`src/rtl/load_unit.sv`:
```
// ---------------------------------------------------------------------------
// load_unit
//   Sequential load controller for the data-memory read port. Accepts one
//   load at a time (address + funct3), checks alignment, issues a word-aligned
//   read and waits for iMemReady. It then extracts the addressed byte,
//   halfword or word, sign/zero-extends it and returns it with a one-cycle
//   oValid pulse. Misaligned requests and memory timeouts give one-cycle
//   fault pulses instead.
//
//   Handshakes: iLoadReq is sampled only while idle (oBusy=0); the core holds
//   it until accepted. oMemRead is held high with oMemAddr stable until a
//   cycle in which iMemReady=1; that cycle's iMemData is captured. iMemReady
//   in any other state is ignored.
//
// Ports
//   iCLK, iRST_N          clock, synchronous active-low reset
//   iLoadReq              load request from the core
//   iAddress[31:0]        byte address
//   iFunct3[2:0]          000 LB, 001 LH, 010 LW, 100 LBU, 101 LHU, else LW
//   oBusy                 high in every state except IDLE
//   oMemRead              read request, high only in REQ
//   oMemAddr[31:0]        word-aligned read address, registered at acceptance
//   iMemReady             iMemData valid this cycle
//   iMemData[31:0]        little-endian read word
//   oValid                one-cycle pulse, oData valid
//   oData[31:0]           extended load result, 0 when not valid
//   oMisaligned           one-cycle pulse, misaligned request (no access made)
//   oAccessFault          one-cycle pulse, memory timed out
//   oState[1:0]           current FSM state (debug)
// ---------------------------------------------------------------------------
module load_unit #(
    parameter int TIMEOUT = 16
) (
    input  logic        iCLK,
    input  logic        iRST_N,
    input  logic        iLoadReq,
    input  logic [31:0] iAddress,
    input  logic [2:0]  iFunct3,
    output logic        oBusy,
    output logic        oMemRead,
    output logic [31:0] oMemAddr,
    input  logic        iMemReady,
    input  logic [31:0] iMemData,
    output logic        oValid,
    output logic [31:0] oData,
    output logic        oMisaligned,
    output logic        oAccessFault,
    output logic [1:0]  oState
);

    // Counter only needs to reach TIMEOUT-1.
    localparam int CW = (TIMEOUT > 1) ? $clog2(TIMEOUT) : 1;

    typedef enum logic [1:0] {
        IDLE  = 2'd0,
        REQ   = 2'd1,
        RESP  = 2'd2,
        FAULT = 2'd3
    } stateT;

    stateT       state;
    stateT       nextState;
    logic [CW-1:0] waitCnt;
    logic [1:0]  offsetReg;
    logic [2:0]  funct3Reg;
    logic [31:0] memAddrReg;
    logic [31:0] dataReg;
    logic        faultIsAccess;
    logic        reqMisaligned;
    logic        lastCount;

    // Byte/halfword extraction with sign or zero extension.
    function automatic logic [31:0] extendLoad(input logic [31:0] word,
                                               input logic [1:0]  off,
                                               input logic [2:0]  f3);
        logic [7:0]  b;
        logic [15:0] h;
        logic [31:0] r;
        case (off)
            2'd0:    b = word[7:0];
            2'd1:    b = word[15:8];
            2'd2:    b = word[23:16];
            default: b = word[31:24];
        endcase
        h = off[1] ? word[31:16] : word[15:0];
        case (f3)
            3'b000:  r = {{24{b[7]}}, b};
            3'b001:  r = {{16{h[15]}}, h};
            3'b100:  r = {24'd0, b};
            3'b101:  r = {16'd0, h};
            default: r = word;
        endcase
        return r;
    endfunction

    // Alignment check on the live request; only consulted in IDLE.
    always_comb begin
        reqMisaligned = 1'b0;
        case (iFunct3)
            3'b000, 3'b100: reqMisaligned = 1'b0;
            3'b001, 3'b101: reqMisaligned = iAddress[0];
            default:        reqMisaligned = |iAddress[1:0];
        endcase
    end

    assign lastCount = (waitCnt == CW'(TIMEOUT - 1));

    always_comb begin
        nextState = state;
        case (state)
            IDLE: begin
                if (iLoadReq) begin
                    nextState = reqMisaligned ? FAULT : REQ;
                end
            end
            REQ: begin
                // Ready takes priority over the timeout in the same cycle.
                if (iMemReady) begin
                    nextState = RESP;
                end else if (lastCount) begin
                    nextState = FAULT;
                end
            end
            RESP:    nextState = IDLE;
            FAULT:   nextState = IDLE;
            default: nextState = IDLE;
        endcase
    end

    always_ff @(posedge iCLK) begin
        if (!iRST_N) begin
            state         <= IDLE;
            waitCnt       <= '0;
            offsetReg     <= 2'd0;
            funct3Reg     <= 3'd0;
            memAddrReg    <= 32'd0;
            dataReg       <= 32'd0;
            faultIsAccess <= 1'b0;
        end else begin
            state <= nextState;
            case (state)
                IDLE: begin
                    if (iLoadReq) begin
                        offsetReg     <= iAddress[1:0];
                        funct3Reg     <= iFunct3;
                        memAddrReg    <= {iAddress[31:2], 2'b00};
                        waitCnt       <= '0;
                        faultIsAccess <= 1'b0;
                    end
                end
                REQ: begin
                    if (iMemReady) begin
                        dataReg <= extendLoad(iMemData, offsetReg, funct3Reg);
                    end else if (lastCount) begin
                        faultIsAccess <= 1'b1;
                    end else begin
                        waitCnt <= waitCnt + CW'(1);
                    end
                end
                default: ;
            endcase
        end
    end

    // All outputs decode from registered state only.
    assign oBusy        = (state != IDLE);
    assign oMemRead     = (state == REQ);
    assign oMemAddr     = memAddrReg;
    assign oValid       = (state == RESP);
    assign oData        = (state == RESP) ? dataReg : 32'd0;
    assign oMisaligned  = (state == FAULT) && !faultIsAccess;
    assign oAccessFault = (state == FAULT) && faultIsAccess;
    assign oState       = state;

endmodule

```
`config.mk`:
```
export PLATFORM = sky130hd
export DESIGN_NAME = load_unit
export DESIGN_NICKNAME = d
export VERILOG_FILES = /design/src/rtl/load_unit.sv
export SDC_FILE = /design/constraint.sdc
export NUM_CORES = 1
export LEC_CHECK = 0
export ABC_CLOCK_PERIOD_IN_PS = 2100
export CORE_MARGIN = 2
export CORE_UTILIZATION = 44
export DETAILED_ROUTE_END_ITERATION = 10
export PLACE_DENSITY = 0.86
export SKIP_CTS_REPAIR_TIMING = 1
export SYNTH_ARGS = -nofsm -noshare
export SYNTH_HDL_FRONTEND = slang
export SYNTH_SLANG_ARGS = --single-unit
export TNS_END_PERCENT = 30
```
`constraint.sdc`:
```
create_clock -name iCLK -period 2.1 [get_ports iCLK]
set_input_delay 0.315 -clock iCLK [delete_from_list [all_inputs] [get_ports iCLK]]
set_output_delay 0.315 -clock iCLK [all_outputs]
set_load 0.01 [all_outputs]
```
==> results of run 1 <==
==> metal layers <==
layer,vias to the layer above,global-route usage (%),routed length (um),share of wire [%]
met3,22,4.95,668,6.5
met4,0,7.73,228,2.2
met1,1671,28.0,4200,41
li1,1790,-,-,-
met5,-,0,0,0
met2,140,40.2,5140,50
==> flip-flops by register name (all words and copies together), names as in the netlist <==
register / flops
funct3Reg: 3
waitCnt: 4
faultIsAccess: 1
oState: 2
dataReg: 32
offsetReg: 2
oMemAddr: 30
==> layout make-up <==
type	instances	area (um^2)	area share [%]
repair buffers	159	1600	30.0
clock buffers	12	145	2.72
clock inverters	3	40.0	0.750
multi-input cells	326	1910	35.7
well taps	102	128	2.39
flip-flops and latches	74	1480	27.7
inverters	10	37.5	0.703
==> cells in the mapped netlist, types with 5 or more instances <==
master    number
nand3_1        5
nand3b_1       7
and2_1        32
clkbuf_1      20
mux2i_1       12
nand2_1      106
a221oi_1       7
nor2_1         7
a211oi_1       8
a21boi_0      36
dfxtp_1       74
a31o_2         7
a21oi_1       22
nor3_1         8
buf_2         14
inv_1         10
o21ai_0       34
==> per-stage QoR <==
step	utilization, %	worst slack [ns]	TNS, ns	cell area, um^2
2_1_floorplan	-	0.495	0	3600
3_3_place_gp	65.4	0.0598	0	5110
3_5_place_dp	65.4	-0.0248	-0.0613	5110
4_1_cts	67.8	-0.0492	-0.652	5290
5_1_grt	68.4	0.00107	0	5340
6_report	68.4	0.0885	0	5340
==> how the worst max path moves through the flow <==
stage | slack [ns] | cells past startpoint | endpoint
after floorplan | 0.49 | 4 | oData[22]
after detailed placement | -0.02 | 5 | dataReg[14]
final | 0.09 | 4 | oData[8]
after CTS | -0.05 | 4 | oData[26]
after global routing | 0.001 | 4 | oMemRead
after global placement | 0.06 | 5 | dataReg[12]
==> cell families after synthesis <==
| kind of cell | count (synthesis) | synth area share, % |
|---|---|---|
| buffers and inverters | 48 | 6.13 |
| xor gates and xnor gates | 1 | 0.244 |
| DFF | 74 | 41.2 |
| other | 1 | 0.104 |
| adders and majority gates | 1 | 0.348 |
| and+or+nand+nor | 185 | 25.0 |
| AOI/OAI and AO/OA | 124 | 23.2 |
| muxes | 13 | 3.76 |
==> worst max-delay path, cell delays in order (launching register included) <==
cell and delay (ns):
dfxtp_1 0.34, nor2b_4 0.16, buf_12 0.17, and2_1 0.14, clkdlybuf4s50_1 0.54
==> power groups by stage <==
stage                     Clock [W]  Sequential, W  Combinational (W)
after detailed placement          0        0.00157           0.000691
after global routing        0.00113        0.00155           0.000759
after floorplan                   0        0.00158           0.000326
final                       0.00105        0.00154           0.000700
after global placement            0        0.00157           0.000672
after CTS                   0.00108        0.00154           0.000697
==> impl_metrics.tcl, run 1 <==
set metrics [dict create \
    status "completed" \
    fin_crit_sh_pct 95.8 \
    min_path_cells 2 \
    grt_pass1_wl_um 16500 \
    drtIter0Drc 212 \
    yosysSeqAreaShare_pct 41.2 \
    synth_top_cell_area_share_pct 41.2 \
    peakVddDrop_uv 624 \
    grt_overflow 0 \
    fillers 658 \
    min_to "oMemAddr[13]" \
    hold_start "oMemAddr[13]" \
    power_w 0.00329 \
    synth_flop_cell "dfxtp_1" \
    port_buffers 139 \
    slew_headroom_pct 60.9 \
    switching_share_pct 26.2 \
    ff2ff_path_depth 5 \
    cap_violations 0 \
    final_common_cell "clkdlybuf4s50_1" \
    pwr-share-comb_pct 21.2 \
    cp-startpoint "oState[1]" \
    die_h_um 94.4 \
    grt_max_degree 39 \
    placeableCoreArea_um2 7810 \
    clk_pin_slew_ns 0.07 \
    p_leak_nw 2.28 \
    numCtsBuffers 9 \
    yosys.area.top_type "dfxtp_1" \
    timing.rr.end "dataReg[8]" \
    nets 652 \
    synthArstFlopShare_pct 0 \
    dieArea_um2 8900 \
    synthCells 447 \
    final_cell_mix "clkdlybuf4s50_1, nand2_1, dfxtp_1" \
    dp_hpwl_um 7590 \
    avgSynthCellArea_um2 8.04 \
    ant_nets 0 \
    path_max_fanout 33 \
    critical_path_class "reg -> out" \
    fin_hold_ws_ns 0.463 \
    drc 0 \
    start_util_pct 46.0 \
    clock.fmax_mhz 497 \
    worst_slew_pin_slew_ns 0.587 \
    synth-seq-cells 74 \
    switching_power_w 0.000864 \
    synthToLayoutAreaGrowth_pct 48.7 \
    synth_edf_count 0 \
    rows 32 \
    pwr-share-clk_pct 32.0 \
    skew_ns 0.00631 \
    n_antenna_cell 0 \
    startpoint_type "flop" \
    internal_power_w 0.00243 \
    routedWlPerCell_um 14.9 \
    r2r-start "offsetReg[1]" \
    pwr-share-seq_pct 46.8 \
    cts_tree "done" \
    htree_levels 3 \
    firstDrtPassIters 4 \
    antenna_found_initial 0 \
    crit_required_ns 1.78 \
    period_minus_slack_ns 2.01 \
    grt_setup_unrepaired "false" \
    setup_viol 0 \
    layout.cells.non_filler 686 \
    cts-root-buf "clkbuf_8" \
    route.vias.total 3623 \
    placed_cells 671 \
    cts_buffer_depth 2 \
    hold_viol_final 0 \
    wl_um 10200 \
    r2r_slack_ns 0.19 \
    cts.sinks 74 \
    die_x_um 94.4 \
    hp-class "reg -> reg" \
    synth_area_leaders "dfxtp_1, nand2_1, a21boi_0" \
    end_kind "output port" \
    p_per_area_nw_per_um2 617 \
    grt_use_total_pct 23.0 \
    slew_violations 0 \
    grt_pass1_vias 3499 \
    detail_route.vias_per_cell 5.28 \
    drive_gt1_share_pct 8.73 \
    ys_types 42 \
    worstSkewPairLatency_ns 0.34 \
    io_pins 142 \
    yosysWarnings 0 \
    gp_congestion 0.914 \
    crit_arrival_ns 1.70 \
    syn-cell-area_um2 3590 \
]
Note: power is estimated with default switching activity, not from simulation.
==> run 2, diff against run 1 <==
--- a/config.mk
+++ b/config.mk
@@ -8,6 +8,7 @@
 export ABC_CLOCK_PERIOD_IN_PS = 2100
 export CORE_MARGIN = 2
 export CORE_UTILIZATION = 44
+export CTS_CLUSTER_SIZE = 28
 export DETAILED_ROUTE_END_ITERATION = 10
 export PLACE_DENSITY = 0.86
 export SKIP_CTS_REPAIR_TIMING = 1
==> results of run 2 <==
Final layout, timing and power as in run 1 (identical DEF).
